$ cat src/rtl/dma_pkg.sv
// Shared definitions for the tiny_dma command path: sequencer states, cfg bus
// bit positions and the helper that packs a descriptor into a start word.
package dma_pkg;

  typedef enum logic [1:0] {
    SEQ_IDLE  = 2'd0,
    SEQ_ISSUE = 2'd1,
    SEQ_WAIT  = 2'd2
  } seq_state_t;

  localparam int CMD_W      = 7;
  localparam int CFG_START  = 7;
  localparam int CFG_SRC_HI = 6;
  localparam int CFG_SRC_LO = 4;
  localparam int CFG_DST_HI = 3;
  localparam int CFG_DST_LO = 1;
  localparam int CFG_MODE   = 0;

  function automatic logic [7:0] make_start_cfg(input logic [CMD_W-1:0] desc);
    logic [7:0] cfg;
    cfg = '0;
    cfg[CFG_START]             = 1'b1;
    cfg[CFG_SRC_HI:CFG_SRC_LO] = desc[6:4];
    cfg[CFG_DST_HI:CFG_DST_LO] = desc[3:1];
    cfg[CFG_MODE]              = desc[0];
    return cfg;
  endfunction

endpackage

$ cat src/rtl/dma_cmd_fifo.sv
// Descriptor FIFO for the command sequencer. A push is accepted when not full,
// or when full but a pop frees a slot in the same cycle; flush wins over push.
module dma_cmd_fifo
  import dma_pkg::*;
#(
  parameter int DEPTH = 4
) (
  input  logic             clk,
  input  logic             rst,
  input  logic             push,
  input  logic             pop,
  input  logic             flush,
  input  logic [CMD_W-1:0] wdata,
  output logic [CMD_W-1:0] rdata,
  output logic             full,
  output logic             empty
);

  localparam int AW = $clog2(DEPTH);

  logic [CMD_W-1:0] mem [DEPTH];
  logic [AW-1:0]    wr_ptr;
  logic [AW-1:0]    rd_ptr;
  logic [AW:0]      count;
  logic             do_push;
  logic             do_pop;

  assign empty   = (count == '0);
  assign full    = (count == (AW+1)'(DEPTH));
  assign do_pop  = pop & ~empty;
  assign do_push = push & ~flush & (~full | do_pop);
  assign rdata   = mem[rd_ptr];

  // DEPTH is a power of two, so the pointers wrap naturally.
  always_ff @(posedge clk or negedge rst) begin
    if (!rst) begin
      wr_ptr <= '0;
      rd_ptr <= '0;
      count  <= '0;
    end else if (flush) begin
      wr_ptr <= '0;
      rd_ptr <= '0;
      count  <= '0;
    end else begin
      if (do_push) wr_ptr <= wr_ptr + 1'b1;
      if (do_pop)  rd_ptr <= rd_ptr + 1'b1;
      case ({do_push, do_pop})
        2'b10:   count <= count + 1'b1;
        2'b01:   count <= count - 1'b1;
        default: count <= count;
      endcase
    end
  end

  always_ff @(posedge clk) begin
    if (do_push) mem[wr_ptr] <= wdata;
  end

endmodule

$ cat src/rtl/dma_cmd_sequencer.sv
// Queues descriptors pushed from the pins and issues them one at a time to
// tiny_dma as single-cycle start words, with a watchdog on the done pulse.
module dma_cmd_sequencer
  import dma_pkg::*;
#(
  parameter int DEPTH   = 4,
  parameter int TIMEOUT = 15
) (
  input  logic       clk,
  input  logic       rst,
  input  logic [6:0] cmd_in,
  input  logic       cmd_push,
  input  logic       cmd_flush,
  input  logic       dma_done,
  output logic [7:0] cfg_out,
  output logic       busy,
  output logic       empty,
  output logic       full,
  output logic       overflow,
  output logic       timeout
);

  seq_state_t       state;
  logic             push_q;
  logic             push_ev;
  logic             pop;
  logic [CMD_W-1:0] head;
  logic [7:0]       wd;

  assign push_ev = cmd_push & ~push_q;
  assign pop     = (state == SEQ_IDLE) & ~empty;

  dma_cmd_fifo #(
    .DEPTH(DEPTH)
  ) u_fifo (
    .clk  (clk),
    .rst  (rst),
    .push (push_ev),
    .pop  (pop),
    .flush(cmd_flush),
    .wdata(cmd_in),
    .rdata(head),
    .full (full),
    .empty(empty)
  );

  // A dropped push only counts as overflow when flush did not claim it.
  always_ff @(posedge clk or negedge rst) begin
    if (!rst) begin
      push_q   <= 1'b0;
      overflow <= 1'b0;
    end else begin
      push_q <= cmd_push;
      if (push_ev && !cmd_flush && full && !pop) overflow <= 1'b1;
    end
  end

  always_ff @(posedge clk or negedge rst) begin
    if (!rst) begin
      state   <= SEQ_IDLE;
      cfg_out <= 8'h00;
      busy    <= 1'b0;
      wd      <= 8'h00;
      timeout <= 1'b0;
    end else begin
      case (state)
        SEQ_IDLE: begin
          if (!empty) begin
            cfg_out <= make_start_cfg(head);
            busy    <= 1'b1;
            state   <= SEQ_ISSUE;
          end else begin
            cfg_out <= 8'h00;
          end
        end
        SEQ_ISSUE: begin
          cfg_out <= 8'h00;
          wd      <= 8'h00;
          state   <= SEQ_WAIT;
        end
        SEQ_WAIT: begin
          if (dma_done) begin
            busy  <= 1'b0;
            state <= SEQ_IDLE;
          end else if (wd == 8'(TIMEOUT)) begin
            timeout <= 1'b1;
            busy    <= 1'b0;
            state   <= SEQ_IDLE;
          end else begin
            wd <= wd + 8'd1;
          end
        end
        default: begin
          cfg_out <= 8'h00;
          busy    <= 1'b0;
          state   <= SEQ_IDLE;
        end
      endcase
    end
  end

endmodule

$ cat config.mk
export PLATFORM = sky130hd
export DESIGN_NAME = dma_cmd_sequencer
export DESIGN_NICKNAME = d
export VERILOG_FILES = /design/src/rtl/dma_pkg.sv /design/src/rtl/dma_cmd_fifo.sv /design/src/rtl/dma_cmd_sequencer.sv
export SDC_FILE = /design/constraint.sdc
export NUM_CORES = 1
export LEC_CHECK = 0
export ABC_AREA = 0
export CAP_MARGIN = 20
export CORE_MARGIN = 3
export CORE_UTILIZATION = 50
export CTS_BUF_LIST = sky130_fd_sc_hd__clkbuf_8
export CTS_CLUSTER_DIAMETER = 40
export DETAILED_ROUTE_END_ITERATION = 16
export MAX_ROUTING_LAYER = met4
export PLACE_DENSITY = 0.74
export SLEW_MARGIN = 10
export SYNTH_ARGS = -nofsm -noshare
export SYNTH_HDL_FRONTEND = slang
export SYNTH_SLANG_ARGS = --single-unit
$ cat constraint.sdc
create_clock -name clk -period 1.85 [get_ports clk]
set_input_delay 0.555 -clock clk [delete_from_list [all_inputs] [get_ports clk]]
set_output_delay 0.555 -clock clk [all_outputs]
set_load 0.01 [all_outputs]
==> reports/qor.txt <==
Outcome = completed
Crit-path cells = clkdlybuf4s50_1 > or3b_1 > buf_4 > nor4_4 > xnor2_1 > nor2_1
Worst path arrival time = 2.00 ns
CTS tree = yes
Port Buffers = 24
CTS clock-pin slew for the worst setup and hold paths = 0.06 ns
Top cell type by total area after synthesis = edfxtp_1
Fin. max-slew vios = 0
Final Cycle Share = 97.1%
Pwr/cell area = 1400 nW/um^2
Crit Path Class = in -> reg
FFs w/ async S/R, synth = 50.9%
First-pass GRT wire length = 8150 um
Initial antenna violation count = 0
Iteration-0 DRC Markers = 61
Tmin final = 1.80 ns
Area Growth Syn to Fin = 34.5%
Ports = 25
CTS Buf Count = 9
Worst min path class = reg -> reg
Mapped cell area = 2480 um^2
Total number of vias = 1582
Final worst slack = 0.0529 ns
Post-DRT Antenna Nets = 0
Drt via density = 5.27
H-Tree Depth = 3
Total grt overflow = 0
Seq/Total Area, Yosys = 63.1%
Startpoint Class = primary input
FMAX = 0.556 GHz
Leakage = 1.37 nW
Vias in the first global route = 1645
Fin nets = 246
HP Start = timeout
Placed insts = 282
GP Congestion = 0.788
Hpwl dp = 3430 um
Row count = 25
Post-Place Worst Slack = -0.544 ns
Avg Cell Area, Syn = 14.3 um^2
Final WL = 4890 um
Crit. End Element = flip-flop
FF+latch count, synth = 57
FF-to-FF End = u_fifo.mem[2][0]
Sink Count = 57
Total global-route track usage = 18.8%
Worst Path Required = 2.06 ns
Final instance area = 3340 um^2
Unrepaired setup endpoints after global routing = true
Layout cells sized above 1 = 31.3%
Reg2Reg Depth = 6
EDFF count, synth = 28
Latest clock arrival within the worst-skew pair = 0.32 ns
Worst-Margin Slew = 0.603 ns
Top cell type's share of synthesized area = 33.9%
Clk buf depth = 2
Initial core utilization = 52.2%
RR Startpoint = u_fifo.count[2]
Crit path largest cell delay = 0.41 ns
CP max-delay cell = clkdlybuf4s50_1
Final hold viol count = 0
Clk_skew = 0.0107 ns
Core ar. = 4750 um^2
Max FO, Critical Path = 5
Antenna diode count = 0
Wire per inst = 16.3 um
Worst path bufs/invs = 2
Hold path depth = 1
Placed cell area = 3030 um^2
Crit-path leading delay family = simple AND/OR/NAND/NOR gates
Ranking of synthesized cells by area = edfxtp_1, dfrtp_1, mux4_2
Clock root cell = clkbuf_8
Hold EP = timeout
Yosys warns = 0
Top cells by count, synth = dfrtp_1, edfxtp_1, nor2_1, nand2_1
Largest net degree at the start of global routing = 30
CTS Hold Buffers Added = 0
DR DRC count = 0
Syn nets = 191
Max VDD drop = 0.000734 V
Distinct cell type count after synthesis = 43
Setup-failing EPs final = 0
Post-route insts no fill = 300
Die footprint = 5850 um^2
Reg2reg setup slack = 0.08 ns
Die Y = 76.5 um
Most frequent cell after synthesis = dfrtp_1
TritonRoute pass-1 iters = 4
Primary FF master, synth = dfrtp_1
Max-Cap Viols = 0
Die Width = 76.5 um
Total power = 4.69 mW
Layout Utilization = 70.2%
Post-Synthesis Cells = 173
Slew Limit Headroom = 59.7%
-- how the worst max path moves through the flow --
stage,cells after the start,start,slack (ns),end
floorplan,6,cmd_flush,-0.005,u_fifo.count[2]
global placement,7,cmd_push,-0.42,u_fifo.count[2]
detailed placement,7,cmd_push,-0.54,u_fifo.count[2]
CTS,2,u_fifo.count[0],0.01,full
global route,8,cmd_flush,-0.05,u_fifo.count[2]
finish,6,dma_done,0.05,wd[7]
-- report_power, final --
part | internal [mW] | leakage [nW] | switching (mW) | total, mW
registers | 1.53 | 0.641 | 0.166 | 1.69
logic | 0.813 | 0.595 | 0.685 | 1.50
clock network | 1.02 | 0.132 | 0.477 | 1.50
total | 3.36 | 1.37 | 1.33 | 4.69
-- repair_timing --
item	in CTS	in global routing
setup endpoints to repair	9	31
gates resized for setup	11	13
buffers inserted	2	0
pin swaps	6	4
-- per-stage QoR --
step	TNS (ns)	hold WS (ns)
after floorplan	-0.00504	0.259
after global placement	-9.79	0.440
after detailed placement	-12.60	0.455
after CTS	0	0.466
after global routing	-0.0505	0.500
final	0	0.459
-- logic make-up after synthesis --
group	count (synthesis)	synth area share (%)
AO/OA/AOI/OAI	25	7.86
XOR/XNOR	5	1.76
adder cells (fa/ha/maj)	6	3.33
buffers and inverters	9	1.76
flip-flops	57	63.1
multiplexers	11	8.06
AND/OR/NAND/NOR	60	14.1
-- final cells by class --
cell class / instances / area [um^2]
Sequential cell: 57 / 1570
Timing Repair Buffer: 50 / 473
Clock buffer: 9 / 124
Fill cell: 344 / 1420
Multi-Input combinational cell: 107 / 945
Tap cell: 67 / 83.8
Inverter: 3 / 11.3
Clock inverter: 7 / 135
-- per-layer routing --
metal / global-route usage (%) / vias up / part of all wire (%)
li1: - / 752 / -
met2: 30.6 / 34 / 54
met5: - / - / 0
met1: 22.5 / 787 / 40
met3: 5.44 / 9 / 4.1
met4: 6.52 / 0 / 1.7
-- cell usage in the layout (no fill, tap or decap), types with 2 or more instances in the layout --
cell,n
a21o_1,3
a21oi_1,3
a22o_1,7
and2_4,5
buf_12,4
buf_2,2
buf_4,22
bufinv_16,4
clkbuf_8,9
clkdlybuf4s50_1,20
dfrtp_1,28
dlygate4sd2_1,2
edfxtp_1,28
ha_1,5
inv_1,5
mux2i_1,2
mux4_2,7
nand2_1,10
nand2b_1,4
nand3_1,6
nor2_1,14
nor2b_1,2
nor3_2,3
nor3_4,2
nor3b_4,2
nor4_4,2
o21ai_0,4
o21ai_1,2
or3_1,2
xnor2_1,5
-- flip-flops by register name (all words and copies together), names as in the netlist --
signal	flops
timeout	1
u_fifo.wr_ptr	2
push_q	1
u_fifo.count	3
u_fifo.mem	28
wd	8
u_fifo.rd_ptr	2
overflow	1
cfg_out	8
busy	1
state	2
Note: power is estimated with default switching activity, not from simulation.
